### src/rtl/alu_arbiter_pkg.sv
// rtl/alu_arbiter_pkg.sv - shared ALU mode codes, arbiter FSM encodings and mode helpers
package alu_arbiter_pkg;

  localparam logic [2:0] ALU_ADD = 3'd0;
  localparam logic [2:0] ALU_SUB = 3'd1;
  localparam logic [2:0] ALU_AND = 3'd2;
  localparam logic [2:0] ALU_OR  = 3'd3;

  typedef enum logic [1:0] {
    ST_IDLE    = 2'd0,
    ST_ISSUE   = 2'd1,
    ST_CAPTURE = 2'd2,
    ST_RESP    = 2'd3
  } arb_state_t;

  function automatic logic mode_legal(input logic [2:0] m);
    return (m == ALU_ADD) || (m == ALU_SUB) || (m == ALU_AND) || (m == ALU_OR);
  endfunction

  function automatic logic mode_has_carry(input logic [2:0] m);
    return (m == ALU_ADD) || (m == ALU_SUB);
  endfunction

endpackage

### src/rtl/alu_arbiter_if.sv
// rtl/alu_arbiter_if.sv - requester, response and shared-ALU signals of the arbiter
interface alu_arbiter_if;

  logic       req0_valid;
  logic       req0_ready;
  logic [2:0] req0_mode;
  logic [7:0] req0_a;
  logic [7:0] req0_b;
  logic       req1_valid;
  logic       req1_ready;
  logic [2:0] req1_mode;
  logic [7:0] req1_a;
  logic [7:0] req1_b;

  logic       rsp0_valid;
  logic       rsp0_ready;
  logic       rsp1_valid;
  logic       rsp1_ready;
  logic [7:0] rsp_data;
  logic       rsp_zero;
  logic       rsp_carry;
  logic       rsp_err;

  logic       alu_enable;
  logic [2:0] alu_mode;
  logic [7:0] alu_a;
  logic [7:0] alu_b;
  logic [7:0] alu_out;
  logic       alu_zero;
  logic       alu_carry;

  modport master (
    output req0_valid, req0_mode, req0_a, req0_b,
    output req1_valid, req1_mode, req1_a, req1_b,
    input  req0_ready, req1_ready,
    input  rsp0_valid, rsp1_valid, rsp_data, rsp_zero, rsp_carry, rsp_err,
    output rsp0_ready, rsp1_ready,
    input  alu_enable, alu_mode, alu_a, alu_b,
    output alu_out, alu_zero, alu_carry
  );

  modport slave (
    input  req0_valid, req0_mode, req0_a, req0_b,
    input  req1_valid, req1_mode, req1_a, req1_b,
    output req0_ready, req1_ready,
    output rsp0_valid, rsp1_valid, rsp_data, rsp_zero, rsp_carry, rsp_err,
    input  rsp0_ready, rsp1_ready,
    output alu_enable, alu_mode, alu_a, alu_b,
    input  alu_out, alu_zero, alu_carry
  );

endinterface

### src/rtl/rr_arb2.sv
// rtl/rr_arb2.sv - two-input round-robin grant; last_grant only moves on an accepted grant
module rr_arb2 (
  input  logic       clk,
  input  logic       rst,
  input  logic [1:0] valid,
  input  logic       accept,
  output logic [1:0] grant
);

  logic last_grant;

  always_comb begin
    grant = valid;
    if (valid == 2'b11) grant = last_grant ? 2'b01 : 2'b10;
  end

  always_ff @(posedge clk) begin
    if (rst) last_grant <= 1'b1;
    else if (accept) last_grant <= grant[1];
  end

endmodule

### src/rtl/alu_arbiter.sv
// rtl/alu_arbiter.sv - shares one registered external ALU between two requesters, one op in flight
module alu_arbiter
  import alu_arbiter_pkg::*;
(
  input logic          clk,
  input logic          rst,
  alu_arbiter_if.slave bus
);

  arb_state_t state;
  logic [1:0] grant;
  logic       accept;
  logic       owner;
  logic       owner_ready;
  logic [2:0] sel_mode;
  logic [7:0] sel_a;
  logic [7:0] sel_b;
  logic [2:0] mode_q;
  logic [7:0] a_q;
  logic [7:0] b_q;
  logic       alu_enable_q;
  logic [1:0] rsp_valid_q;
  logic [7:0] rsp_data_q;
  logic       rsp_zero_q;
  logic       rsp_carry_q;
  logic       rsp_err_q;

  rr_arb2 u_rr (
    .clk    (clk),
    .rst    (rst),
    .valid  ({bus.req1_valid, bus.req0_valid}),
    .accept (accept),
    .grant  (grant)
  );

  assign accept      = (state == ST_IDLE) && (grant != 2'b00);
  assign sel_mode    = grant[1] ? bus.req1_mode : bus.req0_mode;
  assign sel_a       = grant[1] ? bus.req1_a    : bus.req0_a;
  assign sel_b       = grant[1] ? bus.req1_b    : bus.req0_b;
  assign owner_ready = owner ? bus.rsp1_ready : bus.rsp0_ready;

  assign bus.req0_ready = (state == ST_IDLE) && grant[0];
  assign bus.req1_ready = (state == ST_IDLE) && grant[1];
  assign bus.rsp0_valid = rsp_valid_q[0];
  assign bus.rsp1_valid = rsp_valid_q[1];
  assign bus.rsp_data   = rsp_data_q;
  assign bus.rsp_zero   = rsp_zero_q;
  assign bus.rsp_carry  = rsp_carry_q;
  assign bus.rsp_err    = rsp_err_q;
  assign bus.alu_enable = alu_enable_q;
  assign bus.alu_mode   = mode_q;
  assign bus.alu_a      = a_q;
  assign bus.alu_b      = b_q;

  always_ff @(posedge clk) begin
    if (rst) begin
      state        <= ST_IDLE;
      owner        <= 1'b0;
      mode_q       <= 3'd0;
      a_q          <= 8'd0;
      b_q          <= 8'd0;
      alu_enable_q <= 1'b0;
      rsp_valid_q  <= 2'b00;
      rsp_data_q   <= 8'd0;
      rsp_zero_q   <= 1'b0;
      rsp_carry_q  <= 1'b0;
      rsp_err_q    <= 1'b0;
    end else begin
      alu_enable_q <= 1'b0;
      case (state)
        ST_IDLE: begin
          if (accept) begin
            owner  <= grant[1];
            mode_q <= sel_mode;
            a_q    <= sel_a;
            b_q    <= sel_b;
            if (mode_legal(sel_mode)) begin
              alu_enable_q <= 1'b1;
              rsp_err_q    <= 1'b0;
              state        <= ST_ISSUE;
            end else begin
              // Illegal code skips the ALU entirely and answers with an error
              rsp_valid_q <= grant;
              rsp_data_q  <= 8'd0;
              rsp_zero_q  <= 1'b0;
              rsp_carry_q <= 1'b0;
              rsp_err_q   <= 1'b1;
              state       <= ST_RESP;
            end
          end
        end
        ST_ISSUE: state <= ST_CAPTURE;
        ST_CAPTURE: begin
          rsp_data_q  <= bus.alu_out;
          rsp_zero_q  <= bus.alu_zero;
          rsp_carry_q <= mode_has_carry(mode_q) ? bus.alu_carry : 1'b0;
          rsp_valid_q <= owner ? 2'b10 : 2'b01;
          state       <= ST_RESP;
        end
        ST_RESP: begin
          if (owner_ready) begin
            rsp_valid_q <= 2'b00;
            state       <= ST_IDLE;
          end
        end
        default: state <= ST_IDLE;
      endcase
    end
  end

endmodule

### src/flat_wrapper.sv
// flat-port wrapper written by rule: the top's interface ports become plain ports
module alu_arbiter_flat import alu_arbiter_pkg::*;
  (clk, rst, bus_req0_valid, bus_req0_mode, bus_req0_a, bus_req0_b, bus_req1_valid, bus_req1_mode, bus_req1_a, bus_req1_b, bus_req0_ready, bus_req1_ready, bus_rsp0_valid, bus_rsp1_valid, bus_rsp_data, bus_rsp_zero, bus_rsp_carry, bus_rsp_err, bus_rsp0_ready, bus_rsp1_ready, bus_alu_enable, bus_alu_mode, bus_alu_a, bus_alu_b, bus_alu_out, bus_alu_zero, bus_alu_carry);
  alu_arbiter_if bus_i ();
  input logic clk;
  input logic rst;
  input wire logic [$bits(bus_i.req0_valid)-1:0] bus_req0_valid;
  input wire logic [$bits(bus_i.req0_mode)-1:0] bus_req0_mode;
  input wire logic [$bits(bus_i.req0_a)-1:0] bus_req0_a;
  input wire logic [$bits(bus_i.req0_b)-1:0] bus_req0_b;
  input wire logic [$bits(bus_i.req1_valid)-1:0] bus_req1_valid;
  input wire logic [$bits(bus_i.req1_mode)-1:0] bus_req1_mode;
  input wire logic [$bits(bus_i.req1_a)-1:0] bus_req1_a;
  input wire logic [$bits(bus_i.req1_b)-1:0] bus_req1_b;
  output wire logic [$bits(bus_i.req0_ready)-1:0] bus_req0_ready;
  output wire logic [$bits(bus_i.req1_ready)-1:0] bus_req1_ready;
  output wire logic [$bits(bus_i.rsp0_valid)-1:0] bus_rsp0_valid;
  output wire logic [$bits(bus_i.rsp1_valid)-1:0] bus_rsp1_valid;
  output wire logic [$bits(bus_i.rsp_data)-1:0] bus_rsp_data;
  output wire logic [$bits(bus_i.rsp_zero)-1:0] bus_rsp_zero;
  output wire logic [$bits(bus_i.rsp_carry)-1:0] bus_rsp_carry;
  output wire logic [$bits(bus_i.rsp_err)-1:0] bus_rsp_err;
  input wire logic [$bits(bus_i.rsp0_ready)-1:0] bus_rsp0_ready;
  input wire logic [$bits(bus_i.rsp1_ready)-1:0] bus_rsp1_ready;
  output wire logic [$bits(bus_i.alu_enable)-1:0] bus_alu_enable;
  output wire logic [$bits(bus_i.alu_mode)-1:0] bus_alu_mode;
  output wire logic [$bits(bus_i.alu_a)-1:0] bus_alu_a;
  output wire logic [$bits(bus_i.alu_b)-1:0] bus_alu_b;
  input wire logic [$bits(bus_i.alu_out)-1:0] bus_alu_out;
  input wire logic [$bits(bus_i.alu_zero)-1:0] bus_alu_zero;
  input wire logic [$bits(bus_i.alu_carry)-1:0] bus_alu_carry;
  assign bus_i.req0_valid = bus_req0_valid;
  assign bus_i.req0_mode = bus_req0_mode;
  assign bus_i.req0_a = bus_req0_a;
  assign bus_i.req0_b = bus_req0_b;
  assign bus_i.req1_valid = bus_req1_valid;
  assign bus_i.req1_mode = bus_req1_mode;
  assign bus_i.req1_a = bus_req1_a;
  assign bus_i.req1_b = bus_req1_b;
  assign bus_req0_ready = bus_i.req0_ready;
  assign bus_req1_ready = bus_i.req1_ready;
  assign bus_rsp0_valid = bus_i.rsp0_valid;
  assign bus_rsp1_valid = bus_i.rsp1_valid;
  assign bus_rsp_data = bus_i.rsp_data;
  assign bus_rsp_zero = bus_i.rsp_zero;
  assign bus_rsp_carry = bus_i.rsp_carry;
  assign bus_rsp_err = bus_i.rsp_err;
  assign bus_i.rsp0_ready = bus_rsp0_ready;
  assign bus_i.rsp1_ready = bus_rsp1_ready;
  assign bus_alu_enable = bus_i.alu_enable;
  assign bus_alu_mode = bus_i.alu_mode;
  assign bus_alu_a = bus_i.alu_a;
  assign bus_alu_b = bus_i.alu_b;
  assign bus_i.alu_out = bus_alu_out;
  assign bus_i.alu_zero = bus_alu_zero;
  assign bus_i.alu_carry = bus_alu_carry;
  alu_arbiter u_core (.clk(clk), .rst(rst), .bus(bus_i));
endmodule
### config.mk
export PLATFORM = sky130hd
export DESIGN_NAME = alu_arbiter_flat
export DESIGN_NICKNAME = d
export VERILOG_FILES = /design/src/rtl/alu_arbiter_pkg.sv /design/src/rtl/alu_arbiter_if.sv /design/src/rtl/rr_arb2.sv /design/src/rtl/alu_arbiter.sv /design/src/flat_wrapper.sv
export SDC_FILE = /design/constraint.sdc
export NUM_CORES = 1
export LEC_CHECK = 0
export BUFFER_PORTS_ARGS = -buffer_cell sky130_fd_sc_hd__buf_2
export CAP_MARGIN = 20
export CELL_PAD_IN_SITES_DETAIL_PLACEMENT = 0
export CELL_PAD_IN_SITES_GLOBAL_PLACEMENT = 1
export CORE_MARGIN = 5
export CORE_UTILIZATION = 32
export DETAILED_ROUTE_END_ITERATION = 8
export HOLD_SLACK_MARGIN = 0.02
export PLACE_DENSITY_LB_ADDON = 0.1
export SLEW_MARGIN = 25
export SYNTH_ARGS = -nofsm -noshare
export SYNTH_HDL_FRONTEND = slang
export SYNTH_SLANG_ARGS = --single-unit
### constraint.sdc
create_clock -name clk -period 2.4 [get_ports clk]
set_input_delay 0.72 -clock clk [delete_from_list [all_inputs] [get_ports clk]]
set_output_delay 0.72 -clock clk [all_outputs]
set_load 0.01 [all_outputs]
==> run_results.csv <==
group,metric,value,unit
worst_setup_path,worst_ep_arrival_time,1.51,ns
finish,layout.cells.most_common,"sky130_fd_sc_hd__buf_2",
yosys,synth_top_family_by_area,"compound AO/OA/AOI/OAI gates",
clocking,max_clock_buf_depth,2,
worst_setup_path,worst_r2r_endpoint,"u_core.bus.alu_b[5]$_SDFFE_PP0P_",
power_and_ir_drop,p_per_area,1060,nW/um^2
power_and_ir_drop,power.net_switching,865,uW
worst_setup_path,crit_chain,"inv_1 > ha_1 > o21ai_0 > nor2_1 > buf_2",
worst_setup_path,worstSetupStartpointType,"register",
worst_setup_path,reg2regPathDepth,6,
placed_design,finalWeightedCongestion,0.744,
finish,final_cell_area,2290,sq um
clocking,total_cts_buffers,5,
clocking,postCtsSetupBuffers,0,
floorplanning,floorplan.rows,26,
placed_design,numPortBuffers,88,
sta,finalHoldViolations,0,
yosys,syn_area_per_cell,9.80,sq um
power_and_ir_drop,design_power_total,2440,uW
worst_setup_path,critical_path.reg2reg.startpoint,"u_core.state[1]$_SDFFE_PP0P_",
sta,totalNegativeSetupSlack,0,ns
finish,area_growth_syn_to_layout,38.4,%
yosys,synth.yosys.seq_area_share,44.7,%
yosys,post_synth_instance_area,1660,sq um
clocking,cts_tree,"yes",
power_and_ir_drop,internal_power,1570,uW
worst_setup_path,critical_path_class,"reg -> out",
drt,drtIter0Drc,68,
grt,global_route_wire_length_before_repair,6330,um
flow_run,max-cap-violations,0,
min_path,worst_hold_startpoint,"u_core.rsp_valid_q[0]$_SDFFE_PP0P_",
clocking,cts_resized,0,
sta,crit_share_post_route,92.9,%
floorplanning,die_h,82.0,um
power_and_ir_drop,power.ir.vdd_worst,0.000378,V
grt,grt_start_max_net_pins,40,
min_path,holdPathEnd,"u_core.rsp_valid_q[0]$_SDFFE_PP0P_",
sta,worst-slew-pin-transition,0.412,ns
worst_setup_path,crit_path_top_delay_cell,"sky130_fd_sc_hd__ha_1",
power_and_ir_drop,power.share.clock,22.3,%
drt,route.vias.total,1467,
power_and_ir_drop,leakagePower,0.00118,uW
power_and_ir_drop,power.share.switching,35.5,%
placed_design,placement.cell_area,2180,sq um
floorplanning,core_area,5070,sq um
power_and_ir_drop,power.combinational.fraction,41.0,%
worst_setup_path,cp_data_required_time,1.68,ns
min_path,worst_hold_path_type,"reg -> reg",
clocking,clock_tree.root_cell,"sky130_fd_sc_hd__clkbuf_8",
sta,worst_clock_skew,0.00570,ns
floorplanning,fp.dieW,82.0,um
worst_setup_path,critPathMaxFanout,9,
finish,final_nets,318,
sta,rsz0062_at_grt,"false",
drt,totalWireLength,4180,um
placed_design,hpwlAfterDp,3210,um
drt,post-route-drc-count,0,
floorplanning,die_outline_area,6720,sq um
yosys,netlist_instances,169,
yosys,synth_seq_cells,37,
grt,grt_antenna_before_repair,0,
worst_setup_path,crit_path_max_incr_delay,0.36,ns
yosys,share_of_synthesized_area_spent_on_multiplexers,14.2,%
drt,drtAntennaViolNets,0,
sta,finalSetupViolations,0,
sta,slew-limit-headroom,72.4,%
worst_setup_path,reg2reg_setup_slack,0.56,ns
floorplanning,ioPinCount,89,
drt,via_per_inst,4.45,
finish,fillCellCount,537,
clocking,numClockSinks,37,
yosys,synth-warning-count,0,
yosys,postSynthNetCount,228,
sta,final_max_slew_viol_count,0,
yosys,synthSimpleGateAreaFrac,9.67,%
finish,commonest_cells_after_routing_fill_and_taps_aside,"88 x sky130_fd_sc_hd__buf_2, 37 x sky130_fd_sc_hd__dfxtp_1, 26 x sky130_fd_sc_hd__nor2_1",
finish,area.sequential,741,sq um
yosys,post_synthesis_compound_gate_area_fraction,23.1,%
worst_setup_path,setup.worst_path.end_class,"output port",
worst_setup_path,worst_setup_path_startpoint,"u_core.state[1]$_SDFFE_PP0P_",
finish,multi_input_comb_area,843,sq um
clocking,cts.clk_slew.worst_paths,0.06,ns
floorplanning,floorplan.initialDensity,32.6,%
grt,vias_in_the_first_global_route,1407,
clocking,holdBufCountCts,0,
sta,timing.hold.ws,0.459,ns
drt,wire_per_inst,12.7,um
grt,gr-total-overflow,0,
yosys,synth.lib_cells_used.distinct,33,
yosys,post_synth_adder_cell_area,3.78,%
clocking,worst_skew_pair_later_pin_latency,0.28,ns
yosys,synth_xor_area_share,0,%
sta,clock.fmax,448,MHz
status,status,"finished clean",
clocking,cts.htree.levels,2,
min_path,min_path_cells,2,
drt,first_pass_drt_iterations,4,
finish,final_layout_size_suffix_gt1_share,40.0,%
grt,grtUsageTotal,12.3,%
sta,clock_period_minus_final_worst_setup_slack,2.23,ns
finish,diodes,0,
power_and_ir_drop,pwr-share-seq,36.7,%
==> cell usage after synthesis, drive strengths merged <==
cell     n  area share [%]
dfxtp   37              45
nor2    26             5.9
mux2i   22              13
a211oi  19             9.4
a22o    10             5.3
inv      7             1.6
nand2    7             1.6
buf      5             1.8
clkbuf   5             1.1
ha       5             3.8
a21oi    3            0.91
o21a     3             1.4
o21ai    3            0.91
a311oi   2             1.4
a21bo    1            0.60
a21boi   1            0.45
a21o     1            0.45
a22oi    1            0.45
a31oi    1            0.38
a32o     1            0.60
and3     1            0.38
mux2     1            0.91
nand3    1            0.30
nand4    1            0.38
nor2b    1            0.38
nor3     1            0.30
o211ai   1            0.45
o31ai    1            0.45
or2b     1            0.45
==> layout make-up <==
class                   count  share of cell area [%]
flip-flops and latches     37                    32.3
clock buffers               7                    3.77
repair buffers             93                    20.9
well taps                  70                    3.82
clock inverters             1                    1.31
multi-input cells         115                    36.8
inverters                   7                    1.15
==> through the flow <==
| step | util (%) | instances | worst slack, ns |
|---|---|---|---|
| 6_report | 45.2 | 330 | 0.169 |
| 5_1_grt | 45.2 | 330 | 0.0596 |
| 4_1_cts | 45.2 | 330 | 0.143 |
| 3_5_place_dp | 42.9 | 322 | 0.215 |
| 3_3_place_gp | 42.9 | 322 | 0.219 |
| 2_1_floorplan | - | 169 | 0.433 |
==> routing by layer <==
| layer | track usage, % | vias up | wire, um |
|---|---|---|---|
| met1 | 13.9 | 627 | 1860 |
| met2 | 20.8 | 44 | 1990 |
| met5 | 0 | - | 0 |
| met4 | 3.49 | 0 | 19 |
| met3 | 5.81 | 2 | 314 |
| li1 | - | 794 | - |
==> flip-flops by register name, indices dropped and copies added, names as in the netlist, 2 cells and up <==
| signal | flops |
|---|---|
| u_core.bus.alu_b | 8 |
| u_core.bus.alu_a | 8 |
| u_core.rsp_valid_q | 2 |
| u_core.state | 2 |
| u_core.bus.alu_mode | 3 |
| u_core.bus.rsp_data | 8 |
==> power groups by stage <==
stage,clock network (uW),registers (uW),logic (uW)
after CTS,566,896,1020
after floorplan,0,978,597
after global routing,591,918,1120
after detailed placement,0,906,1020
after global placement,0,905,1030
final,543,894,999
==> worst max path at each step <==
stage,to,slack (ns)
final,bus_req0_ready,0.17
after global routing,bus_req0_ready,0.06
after CTS,bus_req0_ready,0.14
after detailed placement,bus_req1_ready,0.21
after global placement,bus_req1_ready,0.22
after floorplan,u_core.bus.rsp_data[0]$_SDFFE_PP0P_,0.43
==> worst max-delay path, delay by kind of cell, from the launching register on <==
kind	cells	cell delay, ns
flops	1	0.32
compound gates	1	0.18
buf+inv	2	0.26
simple gates	1	0.11
fa+ha+maj	1	0.36
==> cells by family after synthesis <==
kind of cell	count (synthesis)
and+or+nand+nor	39
AOI/OAI and AO/OA	48
DFF	37
buffers and inverters	17
adders and majority gates	5
muxes	23
Power figures use the tool's default switching activity.
